<file path="src/rtl/fetch_pc_stage.sv">
// Fetch stage: owns the PC, issues 1-cycle-latency imem reads and buffers {pc, insn} in a 2-entry skid FIFO.
// Define FETCH_STATS_EN to add fetch_count_o, a wrapping count of instructions handed to decode.
module fetch_pc_stage #(
    parameter int unsigned       DWIDTH   = 32,
    parameter int unsigned       AWIDTH   = 32,
    parameter logic [AWIDTH-1:0] RESET_PC = AWIDTH'(32'h0100_0000)
) (
    input  logic              clk,
    input  logic              rst,
    input  logic              redirect_i,
    input  logic [AWIDTH-1:0] redirect_pc_i,
    output logic              imem_req_o,
    output logic [AWIDTH-1:0] imem_addr_o,
    input  logic [DWIDTH-1:0] imem_rdata_i,
    output logic              insn_valid_o,
    input  logic              insn_ready_i,
    output logic [AWIDTH-1:0] insn_pc_o,
`ifdef FETCH_STATS_EN
    output logic [31:0]       fetch_count_o,
`endif
    output logic [DWIDTH-1:0] insn_o
);

    logic [AWIDTH-1:0] pc_q, pc_d;
    logic [AWIDTH-1:0] inflight_pc_q, inflight_pc_d;
    logic              inflight_q, inflight_d;
    logic [1:0]        count_q, count_d;
    logic              head_q, head_d;
    logic [AWIDTH-1:0] fifo_pc_q [2];
    logic [AWIDTH-1:0] fifo_pc_d [2];
    logic [DWIDTH-1:0] fifo_insn_q [2];
    logic [DWIDTH-1:0] fifo_insn_d [2];

    logic       pop;
    logic       push;
    logic       issue;
    logic       tail;
    logic [1:0] credit_used;
    logic       redirect_lsb_unused;

    assign redirect_lsb_unused = ^redirect_pc_i[1:0];

    assign pop         = (count_q != 2'd0) && insn_ready_i;
    assign push        = inflight_q && !redirect_i;
    assign tail        = head_q ^ count_q[0];
    // Entries held plus the response still on its way must leave room for a new word.
    assign credit_used = count_q + 2'(inflight_q) - 2'(pop);
    assign issue       = !rst && !redirect_i && (credit_used < 2'd2);

    always_comb begin
        pc_d          = pc_q;
        inflight_pc_d = inflight_pc_q;
        inflight_d    = issue;
        count_d       = count_q;
        head_d        = head_q;
        fifo_pc_d     = fifo_pc_q;
        fifo_insn_d   = fifo_insn_q;

        if (issue) begin
            pc_d          = pc_q + AWIDTH'(4);
            inflight_pc_d = pc_q;
        end

        if (redirect_i) begin
            pc_d    = {redirect_pc_i[AWIDTH-1:2], 2'b00};
            count_d = 2'd0;
            head_d  = head_q ^ pop;
        end else begin
            if (pop) begin
                head_d = ~head_q;
            end
            if (push) begin
                fifo_pc_d[tail]   = inflight_pc_q;
                fifo_insn_d[tail] = imem_rdata_i;
            end
            count_d = count_q + 2'(push) - 2'(pop);
        end
    end

    always_ff @(posedge clk) begin
        if (rst) begin
            pc_q          <= RESET_PC;
            inflight_pc_q <= '0;
            inflight_q    <= 1'b0;
            count_q       <= 2'd0;
            head_q        <= 1'b0;
            for (int i = 0; i < 2; i++) begin
                fifo_pc_q[i]   <= '0;
                fifo_insn_q[i] <= '0;
            end
        end else begin
            pc_q          <= pc_d;
            inflight_pc_q <= inflight_pc_d;
            inflight_q    <= inflight_d;
            count_q       <= count_d;
            head_q        <= head_d;
            fifo_pc_q     <= fifo_pc_d;
            fifo_insn_q   <= fifo_insn_d;
        end
    end

    assign imem_req_o   = issue;
    assign imem_addr_o  = pc_q;
    assign insn_valid_o = (count_q != 2'd0);
    assign insn_pc_o    = fifo_pc_q[head_q];
    assign insn_o       = fifo_insn_q[head_q];

`ifdef FETCH_STATS_EN
    logic [31:0] fetch_count_q, fetch_count_d;

    // A pop in a redirect cycle still counts: decode really consumed that head.
    always_comb begin
        fetch_count_d = fetch_count_q + 32'(pop);
    end

    always_ff @(posedge clk) begin
        if (rst) begin
            fetch_count_q <= '0;
        end else begin
            fetch_count_q <= fetch_count_d;
        end
    end

    assign fetch_count_o = fetch_count_q;
`endif

endmodule

</file>
<file path="config.mk">
export PLATFORM = sky130hd
export DESIGN_NAME = fetch_pc_stage
export DESIGN_NICKNAME = d
export VERILOG_FILES = /design/src/rtl/fetch_pc_stage.sv
export SDC_FILE = /design/constraint.sdc
export NUM_CORES = 1
export LEC_CHECK = 0
export CAP_MARGIN = 5
export CORE_AREA = 5 5 185 187
export CTS_CLUSTER_SIZE = 20
export DETAILED_ROUTE_END_ITERATION = 10
export DIE_AREA = 0 0 190 192
export HOLD_SLACK_MARGIN = 0.06
export PLACE_DENSITY_LB_ADDON = 0.08
export SYNTH_ARGS = -nofsm -noshare
export SYNTH_HDL_FRONTEND = slang
export SYNTH_SLANG_ARGS = --single-unit
</file>
<file path="constraint.sdc">
create_clock -name clk -period 2.53 [get_ports clk]
set_input_delay 0.506 -clock clk [delete_from_list [all_inputs] [get_ports clk]]
set_output_delay 0.506 -clock clk [all_outputs]
set_load 0.1 [all_outputs]
</file>
==> results of run 1 <==
## Yosys cell counts, drive strengths merged (2+ instances only)
library cell / n
nand2: 338
dfxtp: 188
a21oi: 142
mux2: 63
clkbuf: 58
nand3: 35
a31oi: 15
nand4: 15
nor2: 15
buf: 13
or3: 13
o311ai: 8
o21ai: 7
or4: 7
a211oi: 6
inv: 6
xnor2: 6
nor4: 5
xor2: 5
a2bb2oi: 3
a311oi: 3
and2: 3
nor3: 3
o211ai: 3
or2: 3
a22oi: 2
and3: 2
clkinv: 2
ha: 2
nor2b: 2
## power by group through the flow
stage | clock network (µW) | logic [µW] | registers (µW)
floorplan | 0 | 454 | 3380
finish | 2670 | 1030 | 3130
global placement | 0 | 1040 | 3200
CTS | 2790 | 1040 | 3130
global route | 2890 | 1090 | 3150
detailed placement | 0 | 1040 | 3200
## sequential cells by signal, summed over array words and instances (netlist names)
signal	flops
inflight_q	1
inflight_pc_q	30
fifo_pc_q	60
count_q	2
imem_addr_o	30
head_q	1
fifo_insn_q	64
## layout by cell type (no fill, tap or decap), drive strengths merged, types with 4 or more instances in the layout
master	instances
inv	10
conb	4
nor2	15
o311ai	8
mux2	63
clkdlybuf4s50	64
nand4	15
nor4	5
xor2	5
clkbuf	18
a21oi	142
buf	134
a31oi	15
nand3	35
clkinv	7
or3	13
xnor2	6
nand2	338
a211oi	6
dfxtp	188
or4	7
o21ai	7
## cells by family after synthesis
family,after synthesis,share of synthesized area (%)
other cells,1,0.0473
xor+xnor,11,1.21
simple gates,443,23.8
flops,188,47.4
compound gates,194,13.7
fa+ha+maj,2,0.315
buf+inv,81,4.42
mux,64,9.07
## area by class of cell
type	count	area [µm²]	share of cell area, %
clock buffers	18	429	3.79
clock inverters	14	143	1.26
inverters	8	30.0	0.266
multi-input cells	718	3850	34.1
flip-flops and latches	188	3780	33.4
well taps	442	553	4.89
repair buffers	198	2520	22.3
## worst min-delay path, stage by stage (launching register included)
cell	delay, ps
dfxtp_1	310
nand2_1	50
a21oi_1	50
## layer usage
metal	vias up	GRT usage [%]	share of wire [%]
li1	3637	-	-
met1	3312	19.9	52
met2	165	21.1	43
met3	11	2.87	4.5
met4	0	2.67	0.71
met5	-	0	0
## stage by stage
step	worst slack [ps]	instance area (µm²)
floorplan	-38.3	7960
global placement	43.5	10700
detailed placement	2.67	10700
CTS	42.7	11300
global route	35.7	11300
finish	108	11300
## final timing paths
check	cells after the start	to	slack (ps)	start
max	6	imem_req_o	110	insn_ready_i
min	2	fifo_insn_q[27]	450	fifo_insn_q[27]
max reg2reg	6	imem_addr_o[18]	310	imem_addr_o[2]
min reg2reg	2	fifo_insn_q[27]	450	fifo_insn_q[27]
## what timing repair did
item / 4_1_cts / 5_1_grt
setup endpoints to repair: 1 / 1
resized for setup: 1 / 1
buffers inserted: 0 / 0
==> results.tsv, run 1 <==
metric	value	unit
max cap viols	0	
DIE AREA	36500	µm²
Top Ports	166	
crit-path cells	clkdlybuf4s50_1 -> and4b_1 -> a211o_2 -> nand2_2 -> inv_2 -> buf_12	
CTS tree	yes	
Hold Worst Slack	451	ps
RSZ-0062 raised after global routing	no	
initial antenna violation count	0	
residual DRC count	0	
H-tree Lvls	4	
count of cell types in the netlist	46	
IO Port Bufs	159	
Slew Viols, Final	0	
worst endpoint required time	2020	ps
Pwr Total	6830	µW
most area-consuming cells after synthesis	dfxtp_1 47%, nand2_1 16%, a21oi_1 9.0%, mux2_2 8.9%, clkbuf_1 2.7%	
CP max FO	4	
via count	7125	
worst vdd ir	475	µV
synthesized cell area	7940	µm²
Fillers	3377	
run status	completed	
Area growth, synth to finish	42.5	%
cell count after synthesis	984	
fin cells	1586	
height of the chip	192	µm
Site Rows	66	
CP Capture Type	output pin	
Synth top area share	47.4	%
Avg Cell Area, Syn	8.06	µm²
GP Congestion	0.742	
Slew @ Worst Pin	875	ps
top_reg_cell synth	dfxtp_1	
CTS root buf	clkbuf_16	
ys async rst share	0	%
largest buffer count on any clock path	2	
Setup TNS	0	ps
PD cells	604	nW/µm²
cell accounting for the most synthesized area	dfxtp_1	
crit-path max cell delay	490	ps
ANT nets after route	0	
number of synthesis warnings	0	
Max Freq	413	MHz
largest net degree at the start of global routing	161	
Initial Util	24.6	%
Rel. slew slack	41.7	%
Vias/cell	4.49	
HPWL Detailed	16700	µm
Worst-Skew Late Latency	420	ps
Int Power	4840	µW
share of cells above drive strength 1	21.9	%
Sw Pwr	2000	µW
Core Area	32300	µm²
Hold Buf Count CTS	0	
number of global-route vias before repair	7034	
final hold violations	0	
Inst Count DP	1554	
Post-synth EDFFs	0	
DR pass1 iterations	4	
CTS Buf Count	17	
Die Wd	190	µm
global-route wire length before repair	40100	µm
combinational fraction of design power	15.1	%
worst setup path category	input port to output pin	
Crit path max-delay family	buffers and inverters	
final core occ	35.0	%
startpoint types	input port	
Final period util	95.7	%
register share of total power	45.8	%
Clk network pwr share	39.1	%
post-synthesis sequential area ratio	47.4	%
critical path's slowest cell	clkdlybuf4s50_1	
sw frac	29.2	%
CP Buf/Inv Count	3	
Clock Sinks	188	
Min Clock Period, post-route	2420	ps
Total GRT Usage	13.7	%
Leak	0.00408	µW
nets	1201	
Hold/Removal Path Class	flop to flop	
Crit path arrival time	1920	ps
starting DRC count in detailed routing	466	
#FFs+latches synth	188	
wirelength, routed	25100	µm
Setup-failing EPs final	0	
mean routed wirelength per cell	15.8	µm
worst clock skew	11.0	ps
gr ovfl total	0	
Worst-path clk slew	70	ps
antenna cells	0	
Note: power is estimated with default switching activity, not from simulation.
==> inputs of run 2 (changes only) <==
ABC_AREA = 1   (was not set)
CORE_AREA = 5 5 190 192   (was 5 5 185 187)
DIE_AREA = 0 0 195 197   (was 0 0 190 192)
==> results.tsv, run 2 <==
metric	value	unit	change
run status	completed		
height of the chip	197	µm	+2.6%
worst vdd ir	484	µV	+2.0%
Post-synth EDFFs	0		unchanged
Final period util	90.2	%	-5.5 points
residual DRC count	0		unchanged
mean routed wirelength per cell	14.9	µm	-5.7%
biggest registers after layout	fifo_insn_q: 64 flops, fifo_pc_q: 60 flops		
worst clock skew	9.99	ps	-1.04 ps
global-route wire length before repair	44500	µm	+11%
IO Port Bufs	159		unchanged
HPWL Detailed	19200	µm	+15%
commonest cells after routing, fill and taps aside	357 x nand2_1, 191 x nor2_1, 187 x dfxtp_1		
Rel. slew slack	50.4	%	+8.7 points
sw frac	31.5	%	+2.2 points
max cap viols	0		unchanged
most frequent cell after synthesis	nand2_1		
synthesized cell area	8440	µm²	+6.3%
Setup-failing EPs final	0		unchanged
most common cell after layout, fill and taps aside	nand2_1		
Clock Sinks	188		unchanged
#FFs+latches synth	188		unchanged
number of global-route vias before repair	7790		+11%
crit-path cells	clkdlybuf4s50_1 -> inv_1 -> nand3_1 -> nand2_1 -> nand3_1 -> nand2_2 -> inv_2 -> buf_12		
nets	1462		+22%
Worst-Skew Late Latency	430	ps	about the same
ys async rst share	0	%	unchanged
Post-synth top cells	357 x nand2_1, 191 x nor2_1, 188 x dfxtp_1, 159 x o21ai_0, 92 x a21oi_1		
critical path's slowest cell	clkdlybuf4s50_1		
PD cells	641	nW/µm²	+6.1%
largest family of logic cells by synthesized area	simple AND/OR/NAND/NOR gates		
number of flip-flops in the largest register	64		unchanged
Avg Cell Area, Syn	6.66	µm²	-17%
cell accounting for the most synthesized area	dfxtp_1		
Worst-path clk slew	70	ps	about the same
Synth top area share	44.6	%	-2.8 points
Vias/cell	4.32		-3.9%
Site Rows	68		+3.0%
Hold Buf Count CTS	0		unchanged
Sw Pwr	2340	µW	+17%
initial antenna violation count	0		unchanged
CTS resizes	0		-1
Int Power	5100	µW	+5.6%
Area growth, synth to finish	37.7	%	
Leak	0.00486	µW	+19%
most used cell, CP	nand3_1		
Setup TNS	0	ps	unchanged
CTS root buf	clkbuf_16		
H-tree Lvls	4		unchanged
Compound-Gate Fraction of Synth Area	15.6	%	+1.8 points
cell count after synthesis	1266		+29%
Initial Util	24.7	%	+0.091 points
ANT nets after route	0		unchanged
Die Wd	195	µm	+2.6%
count of cell types in the netlist	27		-41%
post-CTS setup buffers	0		unchanged
post-synthesis sequential area ratio	44.6	%	-2.8 points
CP Buf/Inv Count	4		+1
Min Clock Period, post-route	2280	ps	-140 ps
share of cells above drive strength 1	11.8	%	-10 points
Clk network pwr share	36.2	%	-2.9 points
Synth Area in XOR/XNOR	1.33	%	+0.12 points
final worst-path setup slack	248	ps	+140 ps
most area-consuming cells after synthesis	dfxtp_1 45%, nand2_1 16%, o21ai_0 9.4%, nor2_1 8.5%, a21oi_1 5.5%		
top_reg_cell synth	dfxtp_1		
via count	8029		+13%
crit-path max cell delay	550	ps	+60 ps
DR pass1 iterations	6		+2
Synth Area in Simple Gates	29.6	%	+5.8 points
Largest Register	fifo_insn_q		
DIE AREA	38400	µm²	+5.3%
startpoint types	input port		
gr ovfl total	0		unchanged
combinational fraction of design power	21.0	%	+5.9 points
Slew @ Worst Pin	743	ps	-132 ps
Crit path arrival time	1780	ps	-140 ps
largest net degree at the start of global routing	102		-37%
CTS Buf Count	17		unchanged
Max Freq	438	MHz	+6.1%
number of synthesis warnings	0		unchanged
antenna cells	0		unchanged
final hold violations	0		unchanged
worst setup path category	input port to output pin		
wirelength, routed	27800	µm	+11%
register share of total power	42.8	%	-3.0 points
worst endpoint required time	2020	ps	about the same
RSZ-0062 raised after global routing	no		
fraction of the mapped netlist area in adder cells	0.297	%	-0.019 points
pre-CTS setup slack	78.2	ps	+75.5 ps
CTS tree	yes		
post-synthesis mux area share	0	%	-9.1 points
starting DRC count in detailed routing	386		-17%
Hold/Removal Path Class	flop to flop		
CP Capture Type	output pin		
Crit path max-delay family	buffers and inverters		
Top Ports	166		unchanged
Slew Viols, Final	0		unchanged
CP max FO	3		-1
largest buffer count on any clock path	2		unchanged
GP Congestion	0.793		+6.9%
Core Area	34200	µm²	+5.9%
Total GRT Usage	14.5	%	+0.75 points
==> run 2: cell types whose count changed in the layout (fill, tap and decap cells not counted), sizes merged, moves of 23 or more <==
cell   delta
mux2     -63
nand2    +23
nor2    +180
o21ai   +159
inv      +82
nand3    +35
a21oi    -50
==> run 2: final timing paths <==
check	startpoint	endpoint	slack, ps	depth (start not counted)
setup reg to reg	imem_addr_o[2]	imem_addr_o[24]	600	9
setup / recovery	insn_ready_i	imem_req_o	250	8
hold / removal	inflight_pc_q[18]	fifo_pc_q[18]	470	2
hold reg to reg	inflight_pc_q[18]	fifo_pc_q[18]	470	2
==> run 2: tightest hold or removal path: cells and delay by family, from the launching register on <==
kind | cells | cell delay [ps]
buf+inv | 1 | 60
compound gates | 1 | 50
flops | 1 | 310
==> run 2: kinds of logic (layout without fill, tap and decap cells) <==
family	after synthesis	in the layout
buffers and inverters	172	307
other	1	4
XOR/XNOR	12	12
AO/OA/AOI/OAI	261	261
AND/OR/NAND/NOR	630	630
flip-flops	188	188
adder cells (fa/ha/maj)	2	2
==> run 2: final cells by class <==
| class | count | area, µm² |
|---|---|---|
| repair buffers | 183 | 2390 |
| well taps | 455 | 569 |
| fillers | 3790 | 22600 |
| clock inverters | 10 | 116 |
| clock buffers | 21 | 470 |
| multi-input cells | 909 | 3960 |
| flip-flops and latches | 188 | 3760 |
| inverters | 93 | 352 |
==> run 2: power groups by stage <==
stage | Combinational, µW | Sequential [µW] | Clock [µW]
after global placement | 1580 | 3260 | 0
after floorplan | 819 | 3430 | 0
after CTS | 1590 | 3190 | 2810
final | 1570 | 3190 | 2690
after detailed placement | 1590 | 3250 | 0
after global routing | 1670 | 3210 | 2950
==> run 2: per-stage QoR <==
step	instance area [µm²]	util [%]	std cells	hold WS, ps	power, µW
floorplan	8450	-	1269	445	4250
global placement	11000	32.3	1828	461	4840
detailed placement	11000	32.3	1828	470	4840
CTS	11600	34.0	1859	477	7590
global route	11600	34.0	1859	504	7820
finish	11600	34.0	1859	471	7450
==> run 2: metal layers <==
metal | share of wire (%) | GRT usage [%] | vias to the layer above
met4 | 1.4 | 3.52 | 0
met5 | 0 | 0 | -
met3 | 4.0 | 3.03 | 17
met1 | 50 | 20.0 | 3584
met2 | 45 | 23.2 | 176
li1 | - | - | 4252
==> inputs of run 3 (changes only) <==
CTS_CLUSTER_SIZE = 24   (was 20)
==> results of run 3 <==
Final layout, timing and power as in run 2 (identical DEF).
